--- src/rtl/csr_timer.sv ---
// CSR timer block: TID/TCFG/TVAL/TICLR registers, a down-counting interrupt
// timer and a free-running 64-bit stable counter for rdcntvl/rdcntvh.
module csr_timer #(
  parameter logic [31:0] CORE_ID = 32'h0
) (
  input  logic        clk,
  input  logic        rst_n,
  input  logic        csr_wen,
  input  logic [13:0] csr_waddr,
  input  logic [31:0] wdata,
  input  logic [13:0] csr_raddr,
  output logic [31:0] rdata,
  output logic        rhit,
  output logic        timer_int,
  output logic [31:0] cnt_lo,
  output logic [31:0] cnt_hi
);

  localparam logic [13:0] ADDR_TID   = 14'h40;
  localparam logic [13:0] ADDR_TCFG  = 14'h41;
  localparam logic [13:0] ADDR_TVAL  = 14'h42;
  localparam logic [13:0] ADDR_TICLR = 14'h44;

  logic [31:0] tid_q, tid_d;
  logic [31:0] tcfg_q, tcfg_d;
  logic [31:0] tval_q, tval_d;
  logic        timerEn_q, timerEn_d;
  logic        timerInt_q, timerInt_d;
  logic [63:0] stableCnt_q, stableCnt_d;

  logic wrTid, wrTcfg, wrTiclr, expire;

  assign wrTid   = csr_wen && (csr_waddr == ADDR_TID);
  assign wrTcfg  = csr_wen && (csr_waddr == ADDR_TCFG);
  assign wrTiclr = csr_wen && (csr_waddr == ADDR_TICLR);
  assign expire  = timerEn_q && (tval_q == 32'h0);

  // A TCFG write overrides both countdown and expiry; an expiry's set beats a same-cycle clear.
  always_comb begin
    tid_d       = tid_q;
    tcfg_d      = tcfg_q;
    tval_d      = tval_q;
    timerEn_d   = timerEn_q;
    timerInt_d  = timerInt_q;
    stableCnt_d = stableCnt_q + 64'd1;

    if (wrTid) begin
      tid_d = wdata;
    end

    if (wrTcfg) begin
      tcfg_d    = wdata;
      tval_d    = {wdata[31:2], 2'b00};
      timerEn_d = wdata[0];
    end else if (expire) begin
      if (tcfg_q[1]) begin
        tval_d = {tcfg_q[31:2], 2'b00};
      end else begin
        tval_d    = 32'hFFFF_FFFF;
        timerEn_d = 1'b0;
      end
    end else if (timerEn_q) begin
      tval_d = tval_q - 32'd1;
    end

    if (wrTiclr && wdata[0]) begin
      timerInt_d = 1'b0;
    end
    if (expire && !wrTcfg) begin
      timerInt_d = 1'b1;
    end
  end

  always_ff @(posedge clk or negedge rst_n) begin
    if (!rst_n) begin
      tid_q       <= CORE_ID;
      tcfg_q      <= 32'h0;
      tval_q      <= 32'h0;
      timerEn_q   <= 1'b0;
      timerInt_q  <= 1'b0;
      stableCnt_q <= 64'h0;
    end else begin
      tid_q       <= tid_d;
      tcfg_q      <= tcfg_d;
      tval_q      <= tval_d;
      timerEn_q   <= timerEn_d;
      timerInt_q  <= timerInt_d;
      stableCnt_q <= stableCnt_d;
    end
  end

  always_comb begin
    rhit  = 1'b0;
    rdata = 32'h0;
    case (csr_raddr)
      ADDR_TID: begin
        rhit  = 1'b1;
        rdata = tid_q;
      end
      ADDR_TCFG: begin
        rhit  = 1'b1;
        rdata = tcfg_q;
      end
      ADDR_TVAL: begin
        rhit  = 1'b1;
        rdata = tval_q;
      end
      ADDR_TICLR: begin
        rhit  = 1'b1;
        rdata = 32'h0;
      end
      default: begin
        rhit  = 1'b0;
        rdata = 32'h0;
      end
    endcase
  end

  assign timer_int = timerInt_q;
  assign cnt_lo    = stableCnt_q[31:0];
  assign cnt_hi    = stableCnt_q[63:32];

endmodule

--- config.mk ---
export PLATFORM = sky130hd
export DESIGN_NAME = csr_timer
export DESIGN_NICKNAME = d
export VERILOG_FILES = /design/src/rtl/csr_timer.sv
export SDC_FILE = /design/constraint.sdc
export NUM_CORES = 1
export LEC_CHECK = 0
export ABC_AREA = 1
export CAP_MARGIN = 0
export CORE_ASPECT_RATIO = 1.25
export CORE_MARGIN = 2
export CORE_UTILIZATION = 45
export CTS_BUF_LIST = sky130_fd_sc_hd__clkbuf_8
export CTS_CLUSTER_DIAMETER = 150
export DETAILED_ROUTE_END_ITERATION = 7
export PLACE_DENSITY_LB_ADDON = 0.08
export SETUP_SLACK_MARGIN = 0.05
export SYNTH_ARGS = -nofsm -noshare
export SYNTH_HDL_FRONTEND = slang
export SYNTH_SLANG_ARGS = --single-unit
--- constraint.sdc ---
create_clock -name clk -period 2 [get_ports clk]
set_clock_uncertainty 0.15 [all_clocks]
set_input_delay 0.4 -clock clk [delete_from_list [all_inputs] [get_ports clk]]
set_output_delay 0.4 -clock clk [all_outputs]
set_load 0.05 [all_outputs]
# ---- After elaboration in Yosys (flattened, before gate mapping)
# Index checks and enable logic that the tools add are counted.
dict set report word_totals {
  register_bits 162
  in_bits 63
  output_inout_bits 98
  elab_cells 40
}
dict set report classes {
  add_sub_neg 2
  n_eq_ne 8
  mux 11
  n_reduce_logical 13
}
# operator n
set ops {}
lappend ops {{two-way mux 32 bit} 4}
lappend ops {{== test 14 x 7 -> 1 bit (second input constant)} 7}
lappend ops {{case mux 32 bit (3 select lines)} 1}
lappend ops {{adder 64 x 1 -> 64 bit (second input constant)} 1}
lappend ops {{zero test 32 bit} 1}
lappend ops {{subtractor 32 x 1 -> 32 bit (second input constant)} 1}
lappend ops {{logical AND 1 bit} 6}
lappend ops {{two-way mux 1 bit} 6}
lappend ops {{nonzero test 2 bit} 2}
lappend ops {{OR reduction 4 bit} 1}
lappend ops {{nonzero test 3 bit} 1}
lappend ops {{!= test 2 x 1 -> 1 bit (second input constant)} 1}
lappend ops {{AND reduction 2 bit} 1}
lappend ops {{zero test 1 bit} 1}

# ---- Logic depth before layout (Yosys ltp)
dict set report depth {
  word_depth 5
  ltp_mapped 12
  ltp_nobuf 12
}

# ---- Worst setup path before layout
# OpenSTA, ideal clock, no wires.
dict set report synth_path {
  path_kind {input -> output}
  start {in csr_raddr[11]}
  end {out rdata[0]}
  arrival_ns 2.070
  t_required_ns 1.450
  path_slack_ns -0.620
  stages 7
  path_buffers 1
  path_cell_list {or2_1 > nor2_1 > nand2_1 > nor2_4 > nand2_1 > clkbuf_1 > o211ai_1}
}
dict set report synth_between {
  elab_chain_cells 2
  elab_cells_between_ends 4
  cone_classes {3 x eq/ne; 1 x mux}
}
# element line_no
set synth_lines {}
lappend synth_lines {{start: declaration} 11} ;# input logic [13:0] csr_raddr,
lappend synth_lines {{== test 14 x 7 -> 1 bit} 95} ;# case (csr_raddr)
lappend synth_lines {{case mux 32 bit (3 select lines) *} 95}
lappend synth_lines {{end: declaration} 12} ;# output logic [31:0] rdata,
# Mark *: on every way between the ends. The rest lies on a longest branch, timed or not.

# ---- Final worst setup path
dict set report layout_path {
  start {in csr_raddr[11]}
  end {out rdata[11]}
}
# The elaborated chain is that of the path after synthesis.

==> flow_summary.toml <==
[routing]
drt_iter0_markers = 530
postRouteAntennaNets = 0
routed_wl_um = 36550
routed-via-count = 10360
wl_per_cell_um = 18.91
viasPerCell = 5.357
drc_errors = 0
dr.pass1.iters = 5

[yosys]
ys_types = 43
synth_top_area_share_pct = 41.68
syn-cell-area_um2 = 9726
synth_common_cells = "nand2_1 (368), dfrtp_1 (162), inv_1 (158), nor2_1 (154), nand3_1 (123)"
netlist_instances = 1323
synth_edf_count = 0
syn-num-nets = 1388
yosysWarnings = 0
async_reset_ff_share_pct = 100.0
synthTopCellsByArea = "dfrtp_1 (42%), nand2_1 (14%), nand3_1 (6.3%), inv_1 (6.1%), nor2_1 (5.9%)"
ys_seq_area_share_pct = 41.68
ys_ff_latch = 162
syn_avg_cell_area_um2 = 7.351
yosysTopAreaCell = "dfrtp_1"
synthFlopType = "dfrtp_1"
yosysMostFrequentCell = "nand2_1"

[clock_tree]
cts_buffer_depth = 2
numCtsBuffers = 17
cts_htree_levels = 4
cts_tree = "built"
clk_pin_slew_ns = 0.10
clock-sinks = 162
clockRootBuffer = "clkbuf_8"
clk_latency_ns = 0.47

[floorplan]
die_x_um = 135.5
start_util_pct = 45.46
io_pins = 161
dieArea_um2 = 22810
coreArea_um2 = 21400
rows = 60
die_h_um = 168.4

[grt]
grt_max_degree = 65
grt_pass1_vias = 10440
grt_pass1_wl_um = 54940
grt_overflow = 0
track_usage_pct = 31.90
antenna_found_initial = 0

[critical_path]
crit_arrival_ns = 1.92
path_class = "input pin to primary output"
end_kind = "primary output"
critPathMaxFanout = 6
crit_required_ns = 1.45
startpoint_type = "input pin"

[placement]
dp_hpwl_um = 27500
gp_congestion = 0.9498
io_buffers = 160

[outcome]
violations = "negative setup slack"
status = "complete, but fails checks"

[layout]
syn_to_final_growth_pct = 47.19
multi_input_area_um2 = 5563
layout.nets = 1706
drive_gt1_share_pct = 29.14
register_area_um2 = 4063
fill_cells = 1927
antennaDiodeCount = 0

[timing]
tightest_slew_ns = 0.4388
setup-tns-final_ns = -14.29
period_needed_ns = 2.475
final.hold.worst_slack_ns = 0.2504
setup-violations-final = 49
fin_ws_ns = -0.4750
fin_crit_sh_pct = 123.7
hold_violations = 0
slew_violations = 0
relSlewSlack_pct = 70.75
fmax_mhz = 404.0
rsz0062_at_grt = "yes"

[power]
powerDensity_nw_per_um2 = 536.6
leakagePower_nw = 6.669
ir_worst_vdd_mv = 0.3986

[job]
drv_cap = 0

[min_path]
hp-class = "input pin to async pin"
state kept, by name, indices dropped and copies added, names as in the netlist:
register and cells:
stableCnt_q 64, timerEn_q 1, timer_int 1, tval_q 32, tcfg_q 32, tid_q 32
worst max-delay path, cell delays in order:
cell,delay (ns)
buf_6,0.09
or2_1,0.21
nor2_1,0.09
nand2_1,0.11
nor2_4,0.17
nand2_4,0.09
buf_12,0.15
buf_16,0.15
o211ai_1,0.23
clkbuf_16,0.21
cells by family (layout without fill, tap and decap cells):
kind of cell	count (synthesis)	in the layout	share of synthesized area, %
fa+ha+maj	2	2	0.2573
simple gates	750	753	34.20
buf+inv	201	529	8.439
xor+xnor	70	70	6.304
flops	162	162	41.68
compound gates	138	138	9.121
what timing repair did:
| item | 4_1_cts | 5_1_grt |
|---|---|---|
| pin swaps | 24 | 55 |
| cloned | 5 | 3 |
| setup endpoints to repair | 66 | 83 |
| hold buffers | 1 | 0 |
| gates resized for setup | 88 | 127 |
| setup buffers | 8 | 21 |
| endpoints found under the hold margin | 37 | 0 |
per-layer routing:
layer  GRT usage [%]  share of wire, %
met5               0                 0
met1           32.93                36
met3           4.487               3.5
met2           60.56                55
met4           18.39               6.2
metrics by stage:
stage	power, mW	area, um^2	setup WS, ns	cells	utilization [%]
floorplan	4.278	9886	-0.5841	1323	-
global placement	5.103	12940	-0.7507	1864	60.50
detailed placement	5.113	12940	-0.7677	1864	60.50
CTS	7.561	13720	-0.5032	1909	64.13
global route	8.016	14320	-0.5543	1933	66.91
finish	7.682	14320	-0.4750	1933	66.91
final cells by class:
cell class,instances,share of cell area [%]
timing repair buffer,335,23.32
clock inverter,13,0.8740
inverter,162,4.300
sequential,162,28.38
tap,279,2.439
clock buffer,19,1.827
multi-input combinational,963,38.86
path summary, 6_finish.rpt:
kind                       cells after the start                         to  slack, ns                 startpoint
setup / recovery                              10                  rdata[11]      -0.47              csr_raddr[11]
hold reg to reg                                1  stableCnt_q[63]$_DFF_PN0_       0.33  stableCnt_q[63]$_DFF_PN0_
min in group clk                               1  stableCnt_q[63]$_DFF_PN0_       0.33  stableCnt_q[63]$_DFF_PN0_
setup reg to reg                              11      tval_q[8]$_DFFE_PN0P_      -0.07      tval_q[1]$_DFFE_PN0P_
max in group asynchronous                      3  stableCnt_q[44]$_DFF_PN0_       0.79                      rst_n
hold / removal                                 2      tid_q[26]$_DFFE_PN0P_       0.25                      rst_n
cells in the final DEF (no fill, tap or decap), types with 24 or more instances in the layout:
cell type,Yosys,final
nand2_1,368,338
buf_4,2,214
dfrtp_1,162,155
inv_1,158,154
nor2_1,154,127
nand3_1,123,98
clkdlybuf4s50_1,0,47
xor2_1,46,46
buf_12,1,41
o21ai_0,42,38
o21ai_1,35,37
nand4_1,29,29
nand2_2,8,28
nand3_2,3,26
o22ai_1,26,26
nor2_2,7,25
xnor2_1,24,24
power breakdown:
part	internal (mW)	switching, mW
sequential	3.32	0.0672
combinational	0.766	1.09
clock	1.07	1.36
total	5.16	2.52
No activity file was read; power rests on OpenSTA's default activity.
